**src/rtl/lt_pkg.sv**
```systemverilog
// Shared LT coding definitions: degree width, LFSR geometry and encoder states.
// Latency: n/a (types and constants only).
// Backpressure: n/a.
package lt_pkg;

    localparam int          LT_DEG_W     = 9;
    localparam int          LT_LFSR_W    = 16;
    localparam logic [15:0] LT_LFSR_MASK = 16'hB400;

    typedef enum logic [1:0] {
        IDLE,
        ISSUE,
        WAIT,
        OUT
    } lt_enc_state_t;

    // One step of the right-shifting Galois LFSR. The decoder-side index
    // regenerator uses the same step, so both ends walk identical sequences.
    function automatic logic [LT_LFSR_W-1:0] lt_lfsr_step(input logic [LT_LFSR_W-1:0] cur);
        return cur[0] ? ((cur >> 1) ^ LT_LFSR_MASK) : (cur >> 1);
    endfunction

endpackage

```
**src/rtl/lt_lfsr16.sv**
```systemverilog
// 16-bit Galois LFSR index source, advancing one step per adv pulse.
// Latency: state reflects an adv pulse on the following cycle.
// Backpressure: none; it holds its value whenever adv is low.
//
// Ports: clk, rst_n (async, active low, reloads SEED), adv (step enable),
//        state (current LFSR value).
module lt_lfsr16
    import lt_pkg::*;
#(
    parameter logic [LT_LFSR_W-1:0] SEED = 16'h0001
) (
    input  logic                 clk,
    input  logic                 rst_n,
    input  logic                 adv,
    output logic [LT_LFSR_W-1:0] state
);

    always_ff @(posedge clk or negedge rst_n) begin
        if (!rst_n) begin
            state <= SEED;
        end else if (adv) begin
            state <= lt_lfsr_step(state);
        end
    end

endmodule

```
**src/rtl/lt_symbol_encoder.sv**
```systemverilog
// LT encoder: per degree d, reads d LFSR-chosen source words and XORs them into one symbol.
// Latency: degree acceptance to sym_valid is d+2 cycles; back-to-back symbol period is d+4.
// Backpressure: sym_ready low holds the symbol and stalls in OUT; degree_ready stays low while busy.
//
// Ports: clk, rst_n (async, active low); degree_in/degree_valid/degree_ready (degree input);
//        src_rd_en/src_addr/src_rd_data (synchronous source RAM, 1-cycle read latency);
//        sym_valid/sym_ready/sym_data/sym_degree (encoded symbol output).
// Optional: define LT_SEED_OUT_EN to add sym_seed, the LFSR value at degree acceptance.
module lt_symbol_encoder
    import lt_pkg::*;
#(
    parameter int                   IDX_W     = 9,
    parameter int                   DATA_W    = 32,
    parameter logic [LT_LFSR_W-1:0] LFSR_SEED = 16'h0001
) (
    input  logic                clk,
    input  logic                rst_n,
    input  logic [LT_DEG_W-1:0] degree_in,
    input  logic                degree_valid,
    output logic                degree_ready,
    output logic                src_rd_en,
    output logic [IDX_W-1:0]    src_addr,
    input  logic [DATA_W-1:0]   src_rd_data,
    output logic                sym_valid,
    input  logic                sym_ready,
    output logic [DATA_W-1:0]   sym_data,
`ifdef LT_SEED_OUT_EN
    output logic [LT_LFSR_W-1:0] sym_seed,
`endif
    output logic [LT_DEG_W-1:0] sym_degree
);

    lt_enc_state_t        state, state_nxt;
    logic [LT_DEG_W-1:0]  deg, deg_nxt;
    logic [LT_DEG_W-1:0]  cnt, cnt_nxt;
    logic                 rd_en_nxt;
    logic                 lfsr_adv;
    logic                 accept;
    logic                 rd_pending;
    logic [LT_LFSR_W-1:0] lfsr_state;

    assign accept = degree_valid && degree_ready;

    lt_lfsr16 #(
        .SEED (LFSR_SEED)
    ) u_lfsr (
        .clk   (clk),
        .rst_n (rst_n),
        .adv   (lfsr_adv),
        .state (lfsr_state)
    );

    always_ff @(posedge clk or negedge rst_n) begin
        if (!rst_n) begin
            state <= IDLE;
            deg   <= '0;
            cnt   <= '0;
        end else begin
            state <= state_nxt;
            deg   <= deg_nxt;
            cnt   <= cnt_nxt;
        end
    end

    // ISSUE leaves only once cnt has reached d, i.e. one cycle after the last
    // read was registered; WAIT then covers that read's returning word, which
    // puts sym_valid and the final accumulator update on the same edge.
    always_comb begin
        state_nxt = state;
        deg_nxt   = deg;
        cnt_nxt   = cnt;
        rd_en_nxt = 1'b0;
        lfsr_adv  = 1'b0;
        case (state)
            IDLE: begin
                if (accept) begin
                    deg_nxt   = (degree_in == '0) ? LT_DEG_W'(1) : degree_in;
                    cnt_nxt   = '0;
                    state_nxt = ISSUE;
                end
            end
            ISSUE: begin
                if (cnt == deg) begin
                    state_nxt = WAIT;
                end else begin
                    rd_en_nxt = 1'b1;
                    lfsr_adv  = 1'b1;
                    cnt_nxt   = cnt + LT_DEG_W'(1);
                end
            end
            WAIT: begin
                state_nxt = OUT;
            end
            OUT: begin
                if (sym_valid && sym_ready) begin
                    state_nxt = IDLE;
                end
            end
            default: begin
                state_nxt = IDLE;
            end
        endcase
    end

    // sym_data doubles as the XOR accumulator; it only moves while reads are
    // returning, so it is naturally stable throughout OUT.
    always_ff @(posedge clk or negedge rst_n) begin
        if (!rst_n) begin
            degree_ready <= 1'b0;
            src_rd_en    <= 1'b0;
            src_addr     <= '0;
            rd_pending   <= 1'b0;
            sym_valid    <= 1'b0;
            sym_data     <= '0;
            sym_degree   <= '0;
        end else begin
            degree_ready <= (state_nxt == IDLE);
            sym_valid    <= (state_nxt == OUT);
            src_rd_en    <= rd_en_nxt;
            rd_pending   <= src_rd_en;
            if (rd_en_nxt) begin
                src_addr <= lfsr_state[IDX_W-1:0];
            end
            if (accept) begin
                sym_data <= '0;
            end else if (rd_pending) begin
                sym_data <= sym_data ^ src_rd_data;
            end
            if (state == WAIT) begin
                sym_degree <= deg;
            end
        end
    end

`ifdef LT_SEED_OUT_EN
    // The LFSR value at acceptance is the first index seed of this symbol;
    // the decoder replays the index set from it.
    always_ff @(posedge clk or negedge rst_n) begin
        if (!rst_n) begin
            sym_seed <= '0;
        end else if (accept) begin
            sym_seed <= lfsr_state;
        end
    end
`endif

endmodule

```
**config.mk**
```make
export PLATFORM = sky130hd
export DESIGN_NAME = lt_symbol_encoder
export DESIGN_NICKNAME = d
export VERILOG_FILES = /design/src/rtl/lt_pkg.sv /design/src/rtl/lt_lfsr16.sv /design/src/rtl/lt_symbol_encoder.sv
export SDC_FILE = /design/constraint.sdc
export NUM_CORES = 1
export LEC_CHECK = 0
export CELL_PAD_IN_SITES_DETAIL_PLACEMENT = 1
export CELL_PAD_IN_SITES_GLOBAL_PLACEMENT = 2
export CORE_MARGIN = 3
export CORE_UTILIZATION = 44
export CTS_CLUSTER_DIAMETER = 150
export DETAILED_ROUTE_END_ITERATION = 8
export DONT_BUFFER_PORTS = 1
export PLACE_DENSITY = 0.94
export SLEW_MARGIN = 20
export SYNTH_ARGS = -nofsm -noshare
export SYNTH_HDL_FRONTEND = slang
export SYNTH_HIERARCHICAL = 1
export SYNTH_SLANG_ARGS = --single-unit
```
**constraint.sdc**
```tcl
create_clock -name clk -period 4.6 [get_ports clk]
set_input_delay 0.92 -clock clk [delete_from_list [all_inputs] [get_ports clk]]
set_output_delay 0.92 -clock clk [all_outputs]
set_load 0.005 [all_outputs]
```
==> impl_metrics.toml <==
[clock_network]
cts_hold_buf = 0
cts_resized = 0
clockBufferDepth = 2
cts_tree = "built"
cts_sinks = 90
clk_pin_slew_worst_paths_ns = 0.09
postCtsSetupBuffers = 0
worstSkewPairLatency_ns = 0.35
cts-root-buf = "clkbuf_8"
h-tree-depth = 3
cts_buffers = 9

[worst_hold_path]
hold_class = "input port to asynchronous set/reset pin"

[logic_synthesis]
synth-async-reset-ratio_pct = 100
netlist_instances = 314
syn-num-nets = 360
avgSynthCellArea_um2 = 12.1
syn_area_um2 = 3810
synth_edf_count = 0
ys_warn_count = 6
ys_types = 34
yosysSeqAreaShare_pct = 59.1
ys_ff_latch = 90
synth-main-ff-cell = "dfrtp_1"

[setup_path]
crit_path_end_kind = "register"
cp_data_arrival_time_ns = 2.80
critPathRequiredTime_ns = 4.83
critPathLaunchType = "input port"
worstSetupPathType = "input port to register"
cp_max_fo = 34

[global_route]
grt.total_usage_pct = 16.4
grt_first_pass_wirelength_mm = 12.8
antenna_found_initial = 0
grt_max_degree = 91
grt_overflow = 0
grt_pass1_vias = 2498

[timing]
slew_viol_final = 0
final.min_clock_period_ns = 2.57
whs_ns = 0.254
fin_skew_ns = 0.0131
fmax_mhz = 390
setup_slack_ns = 2.03
tightestPinTransition_ns = 0.968
tns_ns = 0
rsz0062_at_grt = "false"
hold_viol = 0
post-route-period-util_pct = 55.8
slew_headroom_pct = 35.4
setup_viol = 0

[floorplan]
chipHeight_um = 99.1
die_w_um = 99.1
ios = 98
initial_core_util_pct = 45.9
fp.dieArea_um2 = 9810
num_rows = 33
coreArea_um2 = 8300

[cells_and_area]
synthToLayoutAreaGrowth_pct = 7.22
final_layout_size_suffix_gt1_share_pct = 18.5
n_fill_cell = 880
mostFrequentLayoutCell = "dfrtp_1"
nets = 360
layout_common_cells = "89 x dfrtp_1, 43 x nor2_1, 41 x xor2_1"
antenna_cells = 0

[pwr]
vdd_ir_drop_max_mv = 0.265
p_per_area_nw_per_um2 = 755
p_leak_uw = 0.00187

[drt]
drt-total-wl_mm = 7.73
routed_via_density = 5.28
vias = 2239
drtIter0Drc = 103
dr.pass1.iters = 3
ant_nets = 0
routedWlPerCell_um = 18.2
drc = 0

[run]
cap_violations = 0

[place]
post-place-ws_ns = 1.67
globalplace.congestion = 0.745
io_buffers = 0
dp_hpwl_mm = 5.30

[run_status]
outcome = "finished clean"
[report_power, final]
group / switching, µW / leakage [µW] / internal, µW / total (µW)
clock: 269 / 0.000101 / 308 / 578
combinational: 463 / 0.000679 / 509 / 972
sequential: 369 / 0.00110 / 1170 / 1540
total: 1100 / 0.00187 / 1990 / 3090
[cell usage after synthesis (3+ instances only)]
master    number  area share [%]
clkbuf_1       8            0.79
mux2_2        36              11
a221o_1        4             1.1
nand3_1        5            0.66
a21oi_1        6            0.79
nor2_1        43             4.2
nand2_1       37             3.6
and3_1         7             1.1
mux2_4         4             1.6
xor2_1        41             9.4
o21ai_0        3            0.39
xnor2_1        3            0.69
dfrtp_1       89              58
[metrics by stage]
step                      instances  instance area, µm²  power, µW  util, %
after floorplan                 314                3810       2320        -
after global placement          408                3870       2450     46.7
after detailed placement        408                3870       2550     46.7
after CTS                       424                4090       3150     49.2
after global routing            424                4090       3340     49.2
final                           424                4090       3090     49.2
[routing by layer]
layer / GRT usage (%) / vias to the layer above / share of wire, %
met5: 0 / - / 0
met4: 5.57 / 0 / 1.5
met3: 5.87 / 12 / 7.1
met2: 26.2 / 67 / 48
met1: 20.8 / 1128 / 43
li1: - / 1032 / -
[worst max-delay path: stages]
cell	delay (ns)
and2_1	0.11
buf_4	0.33
and2_0	0.72
nor2_1	0.29
a221o_1	0.42
[path summary, 6_finish.rpt]
path / slack, ns / cells after the start / endpoint / start
max: 2.03 / 5 / cnt[4] / degree_valid
min: 0.25 / 0 / sym_data[20] / rst_n
max reg2reg: 2.20 / 5 / cnt[4] / degree_ready
min reg2reg: 0.41 / 0 / rd_pending / src_rd_en
max in group asynchronous: 4.13 / 0 / u_lfsr/state[0] / rst_n
min in group clk: 0.41 / 0 / rd_pending / src_rd_en
[kinds of logic after synthesis]
logic type,Yosys count,share of synthesized area [%]
AOI/OAI and AO/OA,18,3.68
xor gates and xnor gates,44,10.1
adders and majority gates,1,0.328
buffers and inverters,15,2.36
DFF,90,59.1
muxes,40,12.2
and+or+nand+nor,106,12.2
[area by class of cell]
type	instances	area [µm²]	area share (%)
clock buffer	12	135	3.31
timing repair buffer	2	15.0	0.367
clock inverter	4	76.3	1.87
multi-input combinational	209	1470	35.9
tap	105	131	3.21
inverter	2	7.51	0.184
sequential	90	2250	55.1
[state kept, by name, indices dropped and copies added (netlist names)]
signal and flops:
sym_data 32, u_lfsr/state 16, cnt 9, deg 9
src_addr 9, sym_degree 9, state 2, degree_ready 1
rd_pending 1, src_rd_en 1, sym_valid 1
(Power assumes the default switching activity.)
